**src/rtl/mem_pkg.sv**
```systemverilog
// Shared definitions for the memory-stage controller: access-type encodings,
// FSM states and access-type classification helpers.
package mem_pkg;

  localparam logic [2:0] RW_B  = 3'b000;
  localparam logic [2:0] RW_H  = 3'b001;
  localparam logic [2:0] RW_W  = 3'b010;
  localparam logic [2:0] RW_BU = 3'b100;
  localparam logic [2:0] RW_HU = 3'b101;

  typedef enum logic [2:0] {
    S_IDLE  = 3'd0,
    S_LOAD  = 3'd1,
    S_ST_W  = 3'd2,
    S_ST_RD = 3'd3,
    S_ST_WR = 3'd4,
    S_RESP  = 3'd5
  } state_e;

  function automatic logic is_half(input logic [2:0] t);
    return (t == RW_H) || (t == RW_HU);
  endfunction

  function automatic logic is_word(input logic [2:0] t);
    return t == RW_W;
  endfunction

  function automatic logic is_legal(input logic [2:0] t);
    return (t == RW_B) || (t == RW_H) || (t == RW_W) || (t == RW_BU) || (t == RW_HU);
  endfunction

endpackage

```
**src/rtl/mem_align_chk.sv**
```systemverilog
// Combinational access checker: flags illegal access types and accesses that
// are not naturally aligned to their size.
module mem_align_chk
  import mem_pkg::*;
(
  input  logic [1:0] addr_i,
  input  logic [2:0] type_i,
  output logic       err_o
);

  always_comb begin
    err_o = 1'b0;
    if (!is_legal(type_i)) begin
      err_o = 1'b1;
    end else if (is_half(type_i) && addr_i[0]) begin
      err_o = 1'b1;
    end else if (is_word(type_i) && (addr_i != 2'b00)) begin
      err_o = 1'b1;
    end
  end

endmodule

```
**src/rtl/mem_access_ctrl.sv**
```systemverilog
// Memory-stage controller: one request at a time, sequences the data RAM port
// around its read latency and does read-then-write for sub-word stores.
module mem_access_ctrl
  import mem_pkg::*;
#(
  parameter int RD_LAT = 1,
  parameter int ADDR_W = 32
) (
  input  logic              clk,
  input  logic              rst,
  input  logic              req_valid,
  output logic              req_ready,
  input  logic              req_we,
  input  logic [ADDR_W-1:0] req_addr,
  input  logic [2:0]        req_type,
  input  logic [31:0]       req_wdata,
  output logic              rsp_valid,
  output logic [31:0]       rsp_rdata,
  output logic              rsp_err,
  output logic              stall,
  output logic              ram_wr_en,
  output logic [31:0]       ram_addr,
  output logic [2:0]        ram_rw_type,
  output logic [31:0]       ram_dat_i,
  input  logic [31:0]       ram_dat_o
);

  state_e            state_q, state_d;
  logic [1:0]        cnt_q, cnt_d;
  logic [ADDR_W-1:0] addr_q, addr_d;
  logic [2:0]        type_q, type_d;
  logic [31:0]       wdata_q, wdata_d;
  logic [31:0]       rdata_q, rdata_d;
  logic              err_q, err_d;
  logic              acc_err;

  mem_align_chk u_align_chk (
    .addr_i (req_addr[1:0]),
    .type_i (req_type),
    .err_o  (acc_err)
  );

  always_comb begin
    state_d = state_q;
    cnt_d   = cnt_q;
    addr_d  = addr_q;
    type_d  = type_q;
    wdata_d = wdata_q;
    rdata_d = rdata_q;
    err_d   = err_q;
    unique case (state_q)
      S_IDLE: begin
        if (req_valid) begin
          addr_d  = req_addr;
          type_d  = req_type;
          wdata_d = req_wdata;
          cnt_d   = 2'd0;
          rdata_d = 32'd0;
          err_d   = acc_err;
          if (acc_err)               state_d = S_RESP;
          else if (!req_we)          state_d = S_LOAD;
          else if (is_word(req_type)) state_d = S_ST_W;
          else                       state_d = S_ST_RD;
        end
      end
      // One cycle to present the address plus RD_LAT cycles until douta is valid.
      S_LOAD: begin
        if (cnt_q == 2'(RD_LAT)) begin
          rdata_d = ram_dat_o;
          state_d = S_RESP;
        end else begin
          cnt_d = cnt_q + 2'd1;
        end
      end
      S_ST_W: state_d = S_RESP;
      S_ST_RD: begin
        if (cnt_q == 2'(RD_LAT - 1)) state_d = S_ST_WR;
        else                         cnt_d   = cnt_q + 2'd1;
      end
      S_ST_WR: state_d = S_RESP;
      S_RESP:  state_d = S_IDLE;
      default: state_d = S_IDLE;
    endcase
  end

  always_ff @(posedge clk) begin
    if (rst) begin
      state_q <= S_IDLE;
      cnt_q   <= 2'd0;
      addr_q  <= '0;
      type_q  <= RW_W;
      wdata_q <= 32'd0;
      rdata_q <= 32'd0;
      err_q   <= 1'b0;
    end else begin
      state_q <= state_d;
      cnt_q   <= cnt_d;
      addr_q  <= addr_d;
      type_q  <= type_d;
      wdata_q <= wdata_d;
      rdata_q <= rdata_d;
      err_q   <= err_d;
    end
  end

  assign req_ready   = (state_q == S_IDLE);
  assign rsp_valid   = (state_q == S_RESP);
  assign rsp_rdata   = rdata_q;
  assign rsp_err     = err_q;
  assign stall       = !req_ready || req_valid;
  // Reset in the write cycle drops the strobe so the interrupted store never lands.
  assign ram_wr_en   = ((state_q == S_ST_W) || (state_q == S_ST_WR)) && !rst;
  assign ram_addr    = 32'(addr_q);
  assign ram_rw_type = type_q;
  assign ram_dat_i   = wdata_q;

endmodule

```
**config.mk**
```make
export PLATFORM = sky130hd
export DESIGN_NAME = mem_access_ctrl
export DESIGN_NICKNAME = d
export VERILOG_FILES = /design/src/rtl/mem_pkg.sv /design/src/rtl/mem_align_chk.sv /design/src/rtl/mem_access_ctrl.sv
export SDC_FILE = /design/constraint.sdc
export NUM_CORES = 1
export LEC_CHECK = 0
export BUFFER_PORTS_ARGS = -buffer_cell sky130_fd_sc_hd__buf_2
export CAP_MARGIN = 10
export CORE_ASPECT_RATIO = 1.5
export CORE_MARGIN = 2
export CORE_UTILIZATION = 46
export CTS_CLUSTER_SIZE = 24
export DETAILED_ROUTE_END_ITERATION = 6
export PLACE_DENSITY = 0.81
export SYNTH_ARGS = -nofsm -noshare
export SYNTH_HDL_FRONTEND = slang
export SYNTH_SLANG_ARGS = --single-unit
export TNS_END_PERCENT = 10
```
**constraint.sdc**
```tcl
create_clock -name clk -period 2.9 [get_ports clk]
set_input_delay 0 -clock clk [delete_from_list [all_inputs] [get_ports clk]]
set_output_delay 0 -clock clk [all_outputs]
set_load 0.01 [all_outputs]
```
==> results of run 1 <==
## synth_stat cells (2+ instances only)
library cell	count
dfxtp_1	105
inv_1	3
clkbuf_1	39
buf_2	5
nand2_1	137
nor3b_1	2
o211ai_1	2
a211oi_1	2
nor3_1	3
nor2_1	4
nand4_1	32
o21ai_0	34
mux2_2	2
mux2i_1	2
a21oi_1	104
ha_1	2
nand3_1	2
## worst max path at each step
stage               startpoint            end  slack [ns]  cells past startpoint
global placement    state_q[2]   ram_addr[16]        0.74                      5
finish              state_q[0]    ram_addr[3]        0.63                      4
CTS                 state_q[0]  ram_dat_i[24]        0.64                      4
detailed placement  state_q[0]  ram_dat_i[24]        0.66                      4
global route        state_q[1]  ram_dat_i[10]        0.49                      4
floorplan           state_q[0]     state_q[0]        1.35                      4
## power by group
part / leakage (nW) / total (mW) / switching [mW] / internal, mW
clock network: 0.186 / 1.48 / 0.508 / 0.976
logic: 1.81 / 1.86 / 1.19 / 0.670
registers: 0.855 / 1.89 / 0.176 / 1.71
total: 2.85 / 5.23 / 1.87 / 3.36
## kinds of logic after synthesis
| kind of cell | Yosys count | share of synthesized area, % |
|---|---|---|
| buffers and inverters | 48 | 4.71 |
| muxes | 4 | 1.07 |
| AOI/OAI and AO/OA | 146 | 19.0 |
| and+or+nand+nor | 190 | 21.3 |
| xor gates and xnor gates | 1 | 0.221 |
| adders and majority gates | 2 | 0.632 |
| DFF | 105 | 53.1 |
## routing by layer
| metal | track usage, % | share of wire (%) | vias to the layer above |
|---|---|---|---|
| met5 | 0 | 0 | - |
| met1 | 31.0 | 35 | 2181 |
| li1 | - | - | 2251 |
| met3 | 7.67 | 7.9 | 61 |
| met4 | 15.4 | 4.9 | 0 |
| met2 | 49.6 | 52 | 247 |
## per-stage QoR
step / setup slack [ns] / power (mW) / instances / utilization (%)
6_report: 0.634 / 5.23 / 887 / 76.1
5_1_grt: 0.487 / 5.53 / 887 / 76.1
4_1_cts: 0.638 / 5.22 / 887 / 76.1
3_5_place_dp: 0.658 / 3.62 / 771 / 59.7
3_3_place_gp: 0.735 / 3.57 / 771 / 59.7
2_1_floorplan: 1.35 / 3.02 / 496 / -
## sequential cells by signal (all words and copies together), names as in the netlist
signal and flops:
rsp_err 1, ram_rw_type 3, state_q 3, rsp_rdata 32, ram_addr 32, cnt_q 2
ram_dat_i 32
## worst reg2reg max path, cell delays in order, from the launching register on
cell	delay [ns]
dfxtp_1	0.46
or4b_2	1.04
buf_4	0.40
nand2_1	0.13
a21oi_1	0.08
## final cells by class
type	instances	area, µm²	share of cell area, %
Clock buffer	11	253	3.95
Clock inverter	5	125	1.95
Sequential cell	105	2100	32.8
Timing Repair Buffer	313	2090	32.6
Multi-Input combinational cell	343	1690	26.4
Inverter	3	11.3	0.176
Tap cell	107	134	2.09
==> results.json, run 1 <==
{
  "outcome": "completed",
  "start_kind": "flop",
  "synth-edff-count": 0,
  "postLayoutCellArea_um2": 6400,
  "holdBufCountCts": 100,
  "fin_crit_ns": 2.27,
  "htree_levels": 3,
  "tightestPinTransition_ns": 0.799,
  "synth_area_leaders": "dfxtp_1, a21oi_1, nand2_1",
  "final_hold_viol_count": 0,
  "die_area_um2": 9380,
  "cts_root_buffer": "clkbuf_16",
  "postCtsSetupBuffers": 0,
  "end_kind": "flop",
  "holdPathEnd": "state_q[1]",
  "final_common_cell": "buf_2",
  "fillCellCount": 547,
  "holdWs_ns": 0.140,
  "initial_core_util_pct": 47.1,
  "path_cells": "or4b_2 > buf_4 > nand2_1 > a21oi_1",
  "synth-seq-area-share_pct": 53.1,
  "async_flop_share_pct": 0,
  "path_clk_slew_ns": 0.07,
  "cts_resized": 0,
  "antenna_left": 0,
  "post_drt_wl_per_cell_um": 15.5,
  "tns_ns": 0,
  "nNetsFinal": 880,
  "antenna_found_initial": 0,
  "grt_pass1_vias": 4630,
  "crit_arrival_ns": 2.45,
  "worst-path-max-fanout": 41,
  "skew_ns": 0.00572,
  "vias": 4740,
  "die_width_um": 79.8,
  "rows": 41,
  "drv_cap": 0,
  "r2r_slack_ns": 0.63,
  "placed_area_um2": 5020,
  "finalMaxSlewViolations": 0,
  "synth_nets": 601,
  "ir_worst_vdd_mv": 0.569,
  "cp_top_family": "simple AND/OR/NAND/NOR gates",
  "cts_sinks": 105,
  "post-dp-hpwl_um": 7590,
  "rsz0062_at_grt": "false",
  "firstDrtPassIters": 5,
  "clock.fmax_ghz": 0.441,
  "r2r-start": "state_q[0]",
  "ys_types": 33,
  "overflow": 0,
  "yosys_warnings": 0,
  "syn-mean-instance-area_um2": 7.98,
  "gr-usage-all-layers_pct": 28.6,
  "coreArea_um2": 8410,
  "synthCells": 496,
  "synth_top_area_share_pct": 53.1,
  "grt_max_degree": 81,
  "synth_ff_type": "dfxtp_1",
  "r2r-end": "ram_addr[3]",
  "final_cell_mix": "buf_2, nand2_1, dfxtp_1",
  "min_path_type": "input port to flop",
  "synth_area_um2": 3960,
  "insertion_delay_ns": 0.34,
  "wirelength_um": 13700,
  "cp.required_ns": 3.08,
  "cts_buffer_depth": 2,
  "cts_tree": "built",
  "min-delay-start": "req_valid",
  "max_stage_delay_ns": 1.04,
  "portBuffers": 206,
  "p_per_area_nw_per_um2": 817,
  "numCtsBuffers": 9,
  "drive_gt1_share_pct": 30.5,
  "drt-initial-drc-count": 323,
  "synth_top_area_cell": "dfxtp_1",
  "viasPerCell": 5.34,
  "reg2reg_depth": 4,
  "grt_pass1_wl_um": 21600,
  "diodes": 0,
  "critPathBufInv": 1,
  "place_congestion": 0.746,
  "syn_to_final_growth_pct": 61.6,
  "cp_slowest_cell": "or4b_2",
  "drc": 0,
  "slew_headroom_pct": 46.7,
  "critPathKind": "flop to flop",
  "leakage_nw": 2.85,
  "synth_seq_cells": 105,
  "fin_crit_sh_pct": 78.2,
  "ios": 207,
  "setup_violations": 0,
  "hold_depth": 4,
  "fp.dieH_um": 118
}
(Power assumes the default switching activity.)
==> inputs of run 2 (changes only) <==
--- a/config.mk
+++ b/config.mk
@@ -9,10 +9,10 @@
 export CAP_MARGIN = 10
 export CORE_ASPECT_RATIO = 1.5
 export CORE_MARGIN = 2
-export CORE_UTILIZATION = 46
+export CORE_UTILIZATION = 45
 export CTS_CLUSTER_SIZE = 24
 export DETAILED_ROUTE_END_ITERATION = 6
-export PLACE_DENSITY = 0.81
+export PLACE_DENSITY = 0.8
 export SYNTH_ARGS = -nofsm -noshare
 export SYNTH_HDL_FRONTEND = slang
 export SYNTH_SLANG_ARGS = --single-unit
==> constraint.sdc (replaced) <==
create_clock -name clk -period 2.1 [get_ports clk]
set_input_delay 0 -clock clk [delete_from_list [all_inputs] [get_ports clk]]
set_output_delay 0 -clock clk [all_outputs]
set_load 0.01 [all_outputs]
==> results.json, run 2 (synthesized netlist as in run 1, its figures left out) <==
{
  "leakage_nw": 2.85,
  "drc": 0,
  "instances_no_fill": 894,
  "end_kind": "flop",
  "drv_cap": 0,
  "vias": 4817,
  "drive_gt1_share_pct": 30.6,
  "antenna_found_initial": 0,
  "cp_slowest_cell": "mux2_2",
  "crit_arrival_ns": 2.02,
  "fp.dieH_um": 119,
  "clock.fmax_ghz": 0.569,
  "placed_cells": 775,
  "drt-initial-drc-count": 284,
  "outcome": "completed",
  "power.total_mw": 7.12,
  "power.switching_mw": 2.58,
  "portBuffers": 206,
  "rsz0062_at_grt": "false",
  "pwr-share-comb_pct": 37.7,
  "cp.required_ns": 2.36,
  "grt_max_degree": 68,
  "cts_resized": 0,
  "syn_to_final_growth_pct": 62.1,
  "wirelength_um": 13600,
  "rows": 41,
  "numCtsBuffers": 9,
  "ios": 207,
  "cts_sinks": 105,
  "die_width_um": 80.6,
  "nNetsFinal": 884,
  "worst-path-max-fanout": 33,
  "antenna_left": 0,
  "tns_ns": 0,
  "start_kind": "flop",
  "coreArea_um2": 8460,
  "path_clk_slew_ns": 0.06,
  "skew_ns": 0.00536,
  "holdBufCountCts": 100,
  "htree_levels": 3,
  "finalMaxSlewViolations": 0,
  "fin_crit_ns": 1.76,
  "overflow": 0,
  "cts_tree": "built",
  "ir_worst_vdd_mv": 0.713,
  "post_drt_wl_per_cell_um": 15.2,
  "insertion_delay_ns": 0.33,
  "grt_pass1_wl_um": 21100,
  "tightestPinTransition_ns": 0.653,
  "gr-usage-all-layers_pct": 27.9,
  "clockPowerShare_pct": 26.6,
  "post-dp-hpwl_um": 7860,
  "firstDrtPassIters": 5,
  "final_common_cell": "buf_2",
  "postCtsSetupBuffers": 0,
  "final_cell_mix": "buf_2, nand2_1, dfxtp_1",
  "max_stage_delay_ns": 0.62,
  "cts_root_buffer": "clkbuf_16",
  "min_path_type": "input port to flop",
  "cts_buffer_depth": 2,
  "fin_crit_sh_pct": 83.7,
  "final_hold_viol_count": 0,
  "p_per_area_nw_per_um2": 1110,
  "viasPerCell": 5.39,
  "seq_power_share_pct": 35.7,
  "setup_violations": 0,
  "grt_pass1_vias": 4715,
  "place_congestion": 0.800,
  "die_area_um2": 9580,
  "p_sw_share_pct": 36.2,
  "initial_core_util_pct": 46.8,
  "critPathKind": "flop to flop",
  "slew_headroom_pct": 56.4,
  "power.internal_mw": 4.54,
  "path_cells": "inv_1 > ha_1 > mux2_2 > nand4_1 > a21oi_1"
}
run 2: changes by cell type in the layout (fill, tap and decap cells not counted), sizes merged:
| cell | delta |
|---|---|
| clkbuf | +1 |
| buf | +4 |
| inv | +1 |
| clkinv | -1 |
| diode | +3 |
| bufinv | -1 |
run 2: critical path, delay by kind of cell (launching register included):
family | cells | cell delay (ns)
multiplexers | 1 | 0.62
flip-flops | 1 | 0.31
AND/OR/NAND/NOR | 1 | 0.25
adder cells (fa/ha/maj) | 1 | 0.22
AO/OA/AOI/OAI | 1 | 0.20
buffers and inverters | 1 | 0.08
run 2: power groups by stage:
stage                     sequential (mW)  combinational (mW)  clock (mW)
after floorplan                      2.74                1.42           0
after global placement               2.57                2.40           0
after detailed placement             2.58                2.48           0
after CTS                            2.54                2.64        1.93
after global routing                 2.58                2.94        2.02
final                                2.54                2.68        1.89
run 2: through the flow:
| step | instance area [µm²] | utilization, % | hold slack (ns) | setup slack, ns |
|---|---|---|---|---|
| floorplan | 3960 | - | 0.124 | 0.553 |
| global placement | 5060 | 59.8 | 0.241 | 0.388 |
| detailed placement | 5060 | 59.8 | 0.248 | 0.384 |
| CTS | 6410 | 75.7 | 0.108 | 0.377 |
| global route | 6410 | 75.7 | 0.137 | 0.221 |
| finish | 6420 | 75.8 | 0.125 | 0.343 |
run 2: routing by layer:
metal	global-route usage, %	share of wire [%]	vias up
li1	-	-	2271
met1	28.8	35	2221
met2	49.0	51	255
met3	6.44	7.6	70
met4	17.9	5.7	0
met5	0	0	-
run 2: path summary, 6_finish.rpt:
path                        end  slack, ns  cells past startpoint     startpoint
hold / removal    ram_dat_i[29]       0.13                      2            rst
setup / recovery  rsp_rdata[19]       0.34                      5       cnt_q[1]
hold reg to reg   ram_dat_i[25]       0.45                      2  ram_dat_i[25]
setup reg to reg  rsp_rdata[19]       0.34                      5       cnt_q[1]
run 2: layout make-up:
class                           count  area [µm²]
Tap cell                          107         134
Antenna cell                        3        7.51
Fill cell                         590        2050
Clock inverter                      4        98.8
Inverter                            3        11.3
Timing Repair Buffer              317        2130
Clock buffer                       12         246
Multi-Input combinational cell    343        1690
Sequential cell                   105        2100
